==> config.mk <==
export PLATFORM = sky130hd
export DESIGN_NAME = branch_predict_resolve_unit_flat
export DESIGN_NICKNAME = d
export VERILOG_FILES = /design/src/rtl/branch_predict_resolve_unit_if.sv /design/src/rtl/branch_predict_resolve_unit.sv /design/src/flat_wrapper.sv
export SDC_FILE = /design/constraint.sdc
export NUM_CORES = 1
export LEC_CHECK = 0
export CORE_MARGIN = 2
export CORE_UTILIZATION = 43
export CTS_CLUSTER_SIZE = 30
export DETAILED_ROUTE_END_ITERATION = 8
export GPL_ROUTABILITY_DRIVEN = 0
export PLACE_DENSITY = 0.64
export SLEW_MARGIN = 20
export SYNTH_ARGS = -nofsm -noshare
export SYNTH_HDL_FRONTEND = slang
export SYNTH_SLANG_ARGS = --single-unit
==> constraint.sdc <==
create_clock -name clk -period 3.9 [get_ports clk]
set_clock_uncertainty 0.05 [all_clocks]
set_input_delay 0.78 -clock clk [delete_from_list [all_inputs] [get_ports clk]]
set_output_delay 0.78 -clock clk [all_outputs]
set_load 0.03 [all_outputs]
==> src/rtl/branch_predict_resolve_unit_if.sv <==
// Branch predict/resolve bus.
// Groups the fetch-stage prediction request and response, the resolve-stage
// branch information, and the resolve results and statistics.
//   master : the pipeline side. It drives pred_pc and the resolve inputs,
//            and receives the prediction, the resolve results and the counts.
//   slave  : branch_predict_resolve_unit.
interface branch_predict_resolve_unit_if #(
    parameter int XLEN      = 32,
    parameter int STAT_BITS = 32
);
    logic [XLEN-1:0]      pred_pc;
    logic                 pred_taken;
    logic                 res_valid;
    logic [XLEN-1:0]      res_pc;
    logic                 branch_signal;
    logic [2:0]           funct3;
    logic                 zf;
    logic                 cf;
    logic                 sf;
    logic                 vf;
    logic                 res_pred_taken;
    logic                 pc_src;
    logic                 mispredict;
    logic [STAT_BITS-1:0] branch_count;
    logic [STAT_BITS-1:0] mispredict_count;

    modport master (
        output pred_pc, res_valid, res_pc, branch_signal, funct3,
               zf, cf, sf, vf, res_pred_taken,
        input  pred_taken, pc_src, mispredict, branch_count, mispredict_count
    );

    modport slave (
        input  pred_pc, res_valid, res_pc, branch_signal, funct3,
               zf, cf, sf, vf, res_pred_taken,
        output pred_taken, pc_src, mispredict, branch_count, mispredict_count
    );
endinterface

==> src/rtl/branch_predict_resolve_unit.sv <==
// Branch resolve and prediction unit for the RV32 core.
// It resolves conditional branches from the ALU flags (rs1 - rs2) and funct3.
// A table of saturating counters, indexed by PC[IDX_BITS+1:2], supplies the
// fetch-stage taken prediction. The unit flags mispredictions against the
// prediction that was carried down the pipe with the branch, and it keeps
// wrap-around counts of resolved branches and mispredicts.
// Ports:
//   clk : rising-edge clock.
//   rst : synchronous active-high reset. It loads every counter with the
//         weakly not-taken value and clears the statistics.
//   bus : slave side of branch_predict_resolve_unit_if.
//         pred_taken, pc_src and mispredict are combinational.
//         branch_count and mispredict_count are registered.
module branch_predict_resolve_unit #(
    parameter int XLEN        = 32,
    parameter int BHT_ENTRIES = 64,
    parameter int CTR_BITS    = 2,
    parameter int STAT_BITS   = 32
) (
    input  logic                         clk,
    input  logic                         rst,
    branch_predict_resolve_unit_if.slave bus
);
    localparam int IDX_BITS = $clog2(BHT_ENTRIES);
    localparam logic [CTR_BITS-1:0]  CTR_ONE  = CTR_BITS'(1);
    localparam logic [CTR_BITS-1:0]  CTR_ZERO = CTR_BITS'(0);
    localparam logic [CTR_BITS-1:0]  CTR_MAX  = {CTR_BITS{1'b1}};
    // The weakly not-taken value sits just below the taken threshold.
    localparam logic [CTR_BITS-1:0]  CTR_RST  = CTR_BITS'((1 << (CTR_BITS - 1)) - 1);
    localparam logic [STAT_BITS-1:0] STAT_ONE = STAT_BITS'(1);

    // Branch condition from the flags of rs1 - rs2. Non-branch codes give 0.
    function automatic logic branch_cond(input logic [2:0] f3, input logic z,
                                         input logic c, input logic s, input logic v);
        case (f3)
            3'b000:  branch_cond = z;          // BEQ
            3'b001:  branch_cond = ~z;         // BNE
            3'b100:  branch_cond = (s != v);   // BLT
            3'b101:  branch_cond = (s == v);   // BGE
            3'b110:  branch_cond = ~c;         // BLTU (carry means no borrow)
            3'b111:  branch_cond = c;          // BGEU
            default: branch_cond = 1'b0;
        endcase
    endfunction

    // True for the six conditional-branch encodings.
    function automatic logic legal_funct3(input logic [2:0] f3);
        legal_funct3 = (f3 != 3'b010) && (f3 != 3'b011);
    endfunction

    logic [CTR_BITS-1:0]  bht_r [BHT_ENTRIES];
    logic [IDX_BITS-1:0]  ridx_s;
    logic [IDX_BITS-1:0]  pidx_s;
    logic                 cond_s;
    logic                 resolving_s;
    logic                 mispredict_s;
    logic [CTR_BITS-1:0]  ctr_cur_s;
    logic [CTR_BITS-1:0]  ctr_next_s;
    logic [STAT_BITS-1:0] branch_count_r;
    logic [STAT_BITS-1:0] mispredict_count_r;
    logic                 unused_pc_bits_s;

    // Upper PC bits are dropped, so distant branches may share an entry.
    assign ridx_s = bus.res_pc[IDX_BITS+1:2];
    assign pidx_s = bus.pred_pc[IDX_BITS+1:2];
    assign unused_pc_bits_s = ^{bus.res_pc[XLEN-1:IDX_BITS+2], bus.res_pc[1:0],
                                bus.pred_pc[XLEN-1:IDX_BITS+2], bus.pred_pc[1:0]};

    // Resolve-stage decode: the condition, whether a real branch resolves, and misprediction.
    always_comb begin
        cond_s       = branch_cond(bus.funct3, bus.zf, bus.cf, bus.sf, bus.vf);
        resolving_s  = bus.res_valid & bus.branch_signal & legal_funct3(bus.funct3);
        mispredict_s = resolving_s & (cond_s != bus.res_pred_taken);
    end

    // Saturating next value for the counter of the resolving branch.
    always_comb begin
        ctr_cur_s  = bht_r[ridx_s];
        ctr_next_s = ctr_cur_s;
        if (cond_s) begin
            if (ctr_cur_s != CTR_MAX) begin
                ctr_next_s = ctr_cur_s + CTR_ONE;
            end else begin
                ctr_next_s = ctr_cur_s;
            end
        end else begin
            if (ctr_cur_s != CTR_ZERO) begin
                ctr_next_s = ctr_cur_s - CTR_ONE;
            end else begin
                ctr_next_s = ctr_cur_s;
            end
        end
    end

    // Counter table. The whole table resets in one cycle and there is no read bypass.
    always_ff @(posedge clk) begin
        if (rst) begin
            for (int i = 0; i < BHT_ENTRIES; i++) begin
                bht_r[i] <= CTR_RST;
            end
        end else if (resolving_s) begin
            bht_r[ridx_s] <= ctr_next_s;
        end else begin
            bht_r[ridx_s] <= bht_r[ridx_s];
        end
    end

    // Statistics counters. Both wrap silently.
    always_ff @(posedge clk) begin
        if (rst) begin
            branch_count_r     <= {STAT_BITS{1'b0}};
            mispredict_count_r <= {STAT_BITS{1'b0}};
        end else begin
            if (resolving_s) begin
                branch_count_r <= branch_count_r + STAT_ONE;
            end else begin
                branch_count_r <= branch_count_r;
            end
            if (mispredict_s) begin
                mispredict_count_r <= mispredict_count_r + STAT_ONE;
            end else begin
                mispredict_count_r <= mispredict_count_r;
            end
        end
    end

    assign bus.pred_taken       = bht_r[pidx_s][CTR_BITS-1];
    assign bus.pc_src           = cond_s & bus.res_valid & bus.branch_signal;
    assign bus.mispredict       = mispredict_s;
    assign bus.branch_count     = branch_count_r;
    assign bus.mispredict_count = mispredict_count_r;
endmodule
==> src/flat_wrapper.sv <==
// flat-port wrapper written by rule: the top's interface ports become plain ports
module branch_predict_resolve_unit_flat 
#(
    parameter int XLEN        = 32,
    parameter int BHT_ENTRIES = 64,
    parameter int CTR_BITS    = 2,
    parameter int STAT_BITS   = 32
)
  (clk, rst, bus_pred_pc, bus_res_valid, bus_res_pc, bus_branch_signal, bus_funct3, bus_zf, bus_cf, bus_sf, bus_vf, bus_res_pred_taken, bus_pred_taken, bus_pc_src, bus_mispredict, bus_branch_count, bus_mispredict_count);
  branch_predict_resolve_unit_if #(.XLEN(XLEN), .STAT_BITS(STAT_BITS)) bus_i ();
  input  logic clk;
  input  logic rst;
  input wire logic [$bits(bus_i.pred_pc)-1:0] bus_pred_pc;
  input wire logic [$bits(bus_i.res_valid)-1:0] bus_res_valid;
  input wire logic [$bits(bus_i.res_pc)-1:0] bus_res_pc;
  input wire logic [$bits(bus_i.branch_signal)-1:0] bus_branch_signal;
  input wire logic [$bits(bus_i.funct3)-1:0] bus_funct3;
  input wire logic [$bits(bus_i.zf)-1:0] bus_zf;
  input wire logic [$bits(bus_i.cf)-1:0] bus_cf;
  input wire logic [$bits(bus_i.sf)-1:0] bus_sf;
  input wire logic [$bits(bus_i.vf)-1:0] bus_vf;
  input wire logic [$bits(bus_i.res_pred_taken)-1:0] bus_res_pred_taken;
  output wire logic [$bits(bus_i.pred_taken)-1:0] bus_pred_taken;
  output wire logic [$bits(bus_i.pc_src)-1:0] bus_pc_src;
  output wire logic [$bits(bus_i.mispredict)-1:0] bus_mispredict;
  output wire logic [$bits(bus_i.branch_count)-1:0] bus_branch_count;
  output wire logic [$bits(bus_i.mispredict_count)-1:0] bus_mispredict_count;
  assign bus_i.pred_pc = bus_pred_pc;
  assign bus_i.res_valid = bus_res_valid;
  assign bus_i.res_pc = bus_res_pc;
  assign bus_i.branch_signal = bus_branch_signal;
  assign bus_i.funct3 = bus_funct3;
  assign bus_i.zf = bus_zf;
  assign bus_i.cf = bus_cf;
  assign bus_i.sf = bus_sf;
  assign bus_i.vf = bus_vf;
  assign bus_i.res_pred_taken = bus_res_pred_taken;
  assign bus_pred_taken = bus_i.pred_taken;
  assign bus_pc_src = bus_i.pc_src;
  assign bus_mispredict = bus_i.mispredict;
  assign bus_branch_count = bus_i.branch_count;
  assign bus_mispredict_count = bus_i.mispredict_count;
  branch_predict_resolve_unit #(.XLEN(XLEN), .BHT_ENTRIES(BHT_ENTRIES), .CTR_BITS(CTR_BITS), .STAT_BITS(STAT_BITS)) u_core (.clk(clk), .rst(rst), .bus(bus_i));
endmodule
Word-level counts from Yosys, hierarchy flattened
Memory sizes are Yosys's and may differ from the RTL's.
Cells that the tools add are included.
{"block": "classes", "add_sub_neg": 4, "eq_ne": 11, "mux": 16, "n_bitwise": 8, "n_reduce_logical": 4}
{"op": "32-bit by 1-bit adder with 32-bit output, second input constant", "count": 2}
{"op": "3-bit equality test, second input constant", "count": 4}
{"op": "2-bit two-way mux", "count": 5}
{"op": "1-bit two-way mux", "count": 9}
{"op": "6-bit two-way mux", "count": 1}
{"op": "3-bit by 2-bit inequality test with 1-bit output, second input constant", "count": 2}
{"op": "1-bit case mux with 6 select lines", "count": 1}
{"op": "1-bit bitwise AND", "count": 5}
{"op": "3-bit by 1-bit equality test with 1-bit output, second input constant", "count": 1}
{"op": "3-bit logical NOT", "count": 1}
{"op": "2-bit by 1-bit adder with 2-bit output, second input constant", "count": 1}
{"op": "1-bit inequality test", "count": 2}
{"op": "2-bit inequality test, second input constant", "count": 1}
{"op": "1-bit inverter", "count": 2}
{"op": "2-bit nonzero test", "count": 1}
{"op": "2-bit OR reduction", "count": 1}
{"op": "2-bit by 1-bit subtractor with 2-bit output, second input constant", "count": 1}
{"op": "1-bit equality test", "count": 1}
{"op": "1-bit logical AND", "count": 1}
{"op": "1-bit OR", "count": 1}
{"block": "totals", "regBits": 64, "ram_bits": 128, "inputBits": 76, "elab_cells": 46, "mem_count": 1}
{"memory": "u_core.bht_r", "depth": 64, "word_bits": 2, "rd": 2, "rd_clocked_by_memory_dff": 0, "wr": 64, "line": "branch_predict_resolve_unit.sv:51", "source": "logic [CTR_BITS-1:0] bht_r [BHT_ENTRIES];"}

Longest topological paths before layout
{"block": "depth", "word_depth": 9, "depth_mapped": 12}

Least setup slack after synthesis
No wires, ideal clock.
{"block": "synth_path", "path_kind": "input port to output port", "from": "in bus_pred_pc[2]", "to": "out bus_pred_taken", "t_arrival_ps": 3052, "slack_ps": 18, "stages": 5, "n_path_buf": 2, "path_cell_list": "clkbuf_1 > buf_2 > mux4_2 > mux4_2 > mux4_2"}
{"block": "synth_via", "elab_chain_cells": 1}
{"element": "start, declared", "line": "flat_wrapper.sv:13", "source": "input wire logic [$bits(bus_i.pred_pc)-1:0] bus_pred_pc;"}
{"element": "memory 64 x 2 bit"}
{"element": "end, declared", "line": "flat_wrapper.sv:23", "source": "output wire logic [$bits(bus_i.pred_taken)-1:0] bus_pred_taken;"}
Every way passes these cells.

Final worst setup path
{"block": "layout_path", "from": "in bus_pred_pc[3]", "to": "out bus_pred_taken"}
The elaborated chain is that of the path after synthesis.

==> out/qor.txt <==
commonest non-fill, non-tap cell in the layout: edfxtp_1
met3 GRT Util: 0.06482
Site Rows: 57
placed inst area: 12,160 um2
Slew Limit Fails: 0
final net count: 1,132
Worst Path Required: 3.07 ns
First-pass DRT Iterations: 5
Die Height: 160.8 um
Mapped Cells: 956
Max-slew headroom: 0.5028
Sink Count: 192
Synthesis Warnings: 0
Layout Area Growth over Synthesis: 20.56%
Critical Path Most Common Cell: mux4_2
Max Freq: 264.0 MHz
Crit. Startpoint: bus_pred_pc[3]
FFs w/ async S/R, synth: 0
Starting Density: 0.4360
Hold Fails Final Rpt: 0
largest net degree at the start of global routing: 58
CP peak stage delay: 0.52 ns
outcome: finished, final reports clean
EDFF count, synth: 128
number of synthesized register bits: 192
met2 usage: 0.3440
endpoints failing setup: 0
clk_lat worst skew: 0.44 ns
Global Route Usage Sum: 0.2224
first-pass GRT wire length: 44.56 mm
HPWL after detailed placement: 19.34 mm
Peak VDD IR: 0.2768 mV
startpoint types: input pin
clock transition at the registers of the reported paths: 0.07 ns
Final Instance Area: 12,740 um2
htree depth: 4
share of cells above drive strength 1: 0.2156
drt first-iter violations: 564
clock tree buffer depth: 2
Worst EP arrival: 2.96 ns
crit path capture type: primary output
Leak: 4.225 nW
most frequent cells in the layout: 128 x edfxtp_1, 95 x nor2_1, 86 x nand2_1
Residual DRC: 0
most used routing layer in global routing: met2
HP Start: u_core.bus.branch_count[1]
post-synthesis net count: 1,034
Worst path slowest cell: clkdlybuf4s50_1
post-CTS setup buffers: 0
post-route ant nets: 0
clock root cell: clkbuf_16
initial antenna violation count: 0
max_cap viols: 0
Die W: 160.8 um
worst min path class: flip-flop to flip-flop
GR Util met1: 0.2983
diodes inserted: 0
Post-Route Setup TNS: 0 ns
RSZ-0062 raised after global routing: false
worst r2r src: u_core.bht_r[12][1]
post-synthesis sequential area ratio: 0.4848
vias in the first global route: 7,825
PortBufs: 90
critical setup path kind: input pin to primary output
CP Cell Sequence: clkdlybuf4s50_1, buf_12, mux4_2, mux4_2, mux4_2, buf_2
grt ovf: 0
Least-Margin Pin Slew: 0.7401 ns
Die Footprint: 25,860 um2
crit path time final: 3.788 ns
synth unique cells: 60
mapped cell area: 10,570 um2
wire per inst: 20.42 um
Pwr per Cell Area: 361.7 nW/um2
total number of vias: 7,982
CTS tree: built
period utilisation layout: 0.9713
worst-path fanout max: 16
core area: 24,250 um2
Ports: 143
DR vias/cell: 5.738
Mean Syn Cell Area: 11.06 um2
CP top delay family: multiplexers
CP bufs+invs: 3
top_reg_cell synth: edfxtp_1
final WL: 28.41 mm
Num CTS Buffers: 17
-- metal layers --
| metal | wire (um) | up-vias |
|---|---|---|
| met3 | 2312 | 49 |
| met5 | 0 | - |
| met4 | 877 | 0 |
| met2 | 13000 | 335 |
| met1 | 12220 | 3928 |
| li1 | - | 3670 |
-- path summary, 6_finish.rpt --
check             cells past startpoint  slack (ns)                    endpoint
setup reg to reg                      9        1.10         u_core.bht_r[47][0]
hold reg to reg                       2        0.46  u_core.bus.branch_count[1]
setup / recovery                      6        0.11              bus_pred_taken
hold / removal                        2        0.46  u_core.bus.branch_count[1]
-- layout make-up --
type                            instances  area (um2)
Multi-Input combinational cell        684        5055
Timing Repair Buffer                  149        1562
Clock buffer                           22       485.5
Clock inverter                         10       75.07
Fill cell                            2128       11500
Tap cell                              324       405.4
Inverter                               10       37.54
Sequential cell                       192        5125
-- synth_stat cells, types with 2 or more instances --
master    count  area share
mux2_4        2      0.0028
o22ai_1       2      0.0012
o21ai_2       9      0.0075
buf_1         4      0.0014
o21bai_2     51       0.054
dfxtp_1      64        0.12
clkbuf_1     31       0.011
nand2b_1     55       0.033
nand3b_1      5      0.0036
buf_6         9      0.0096
xnor2_1      34       0.028
and3_1       14      0.0083
a22oi_1       4      0.0028
or2_2        17       0.010
a21oi_1      59       0.028
inv_1         9      0.0032
nand3_1      33       0.016
nor2b_1      11      0.0065
mux2i_1      16       0.015
nor3_1       21      0.0099
o21ai_0      11      0.0052
nand2_1      87       0.031
or3_1         3      0.0018
a21o_1        2      0.0014
o221ai_1      2      0.0017
mux4_2       40       0.085
nor2_1       95       0.034
edfxtp_1    128        0.36
or3b_2        2      0.0017
and2_1        3      0.0018
buf_2        21      0.0099
a221oi_1      6      0.0050
nor4_1        3      0.0018
nor3b_2       2      0.0024
and3b_1       3      0.0025
a211oi_1      4      0.0028
a21boi_0     13      0.0092
nand4_1      11      0.0065
mux2_2        7      0.0075
buf_4         5      0.0036
and4_1        5      0.0041
ha_1          2      0.0024
nor3b_1       7      0.0050
xor2_1       28       0.023
-- logic make-up after synthesis --
logic type,Yosys count,synth area share
simple gates,380,0.1817
fa+ha+maj,2,0.002367
mux,66,0.1117
compound gates,174,0.1290
xor+xnor,62,0.05137
flops,192,0.4848
buf+inv,80,0.03906
-- state kept, by name, summed over array words and instances (netlist names) --
register                     cells
u_core.bht_r                   128
u_core.bus.branch_count         32
u_core.bus.mispredict_count     32
-- through the flow --
| stage | worst slack [ns] | hold WS (ns) | std cells | total power [mW] | util |
|---|---|---|---|---|---|
| floorplan | 0.01799 | 0.5551 | 956 | 2.689 | - |
| global placement | -0.5284 | 0.4347 | 1358 | 2.955 | 0.5014 |
| detailed placement | -0.5258 | 0.4512 | 1358 | 2.960 | 0.5014 |
| CTS | 0.02271 | 0.4637 | 1391 | 4.623 | 0.5257 |
| global route | 0.08851 | 0.4963 | 1391 | 4.744 | 0.5256 |
| finish | 0.1120 | 0.4630 | 1391 | 4.610 | 0.5256 |
-- worst reg2reg max path: cells and delay by family, from the launching register on --
family                 cells  cell delay [ns]
DFF                        1             0.42
AOI/OAI and AO/OA          4             0.74
and+or+nand+nor            1             0.18
buffers and inverters      2             0.45
muxes                      2             0.69
-- power by group --
part	internal, mW	total (mW)	switching (mW)
Clock	0.896	1.69	0.793
Sequential	2.21	2.24	0.0317
Combinational	0.265	0.679	0.414
Total	3.37	4.61	1.24
-- repair_timing --
action                     4_1_cts  5_1_grt
pin swaps                        0        0
gates resized for setup          7        2
cloned                           1        0
setup endpoints to repair        1        2
hold buffers                     0        0
No activity file was read; power rests on OpenSTA's default activity.
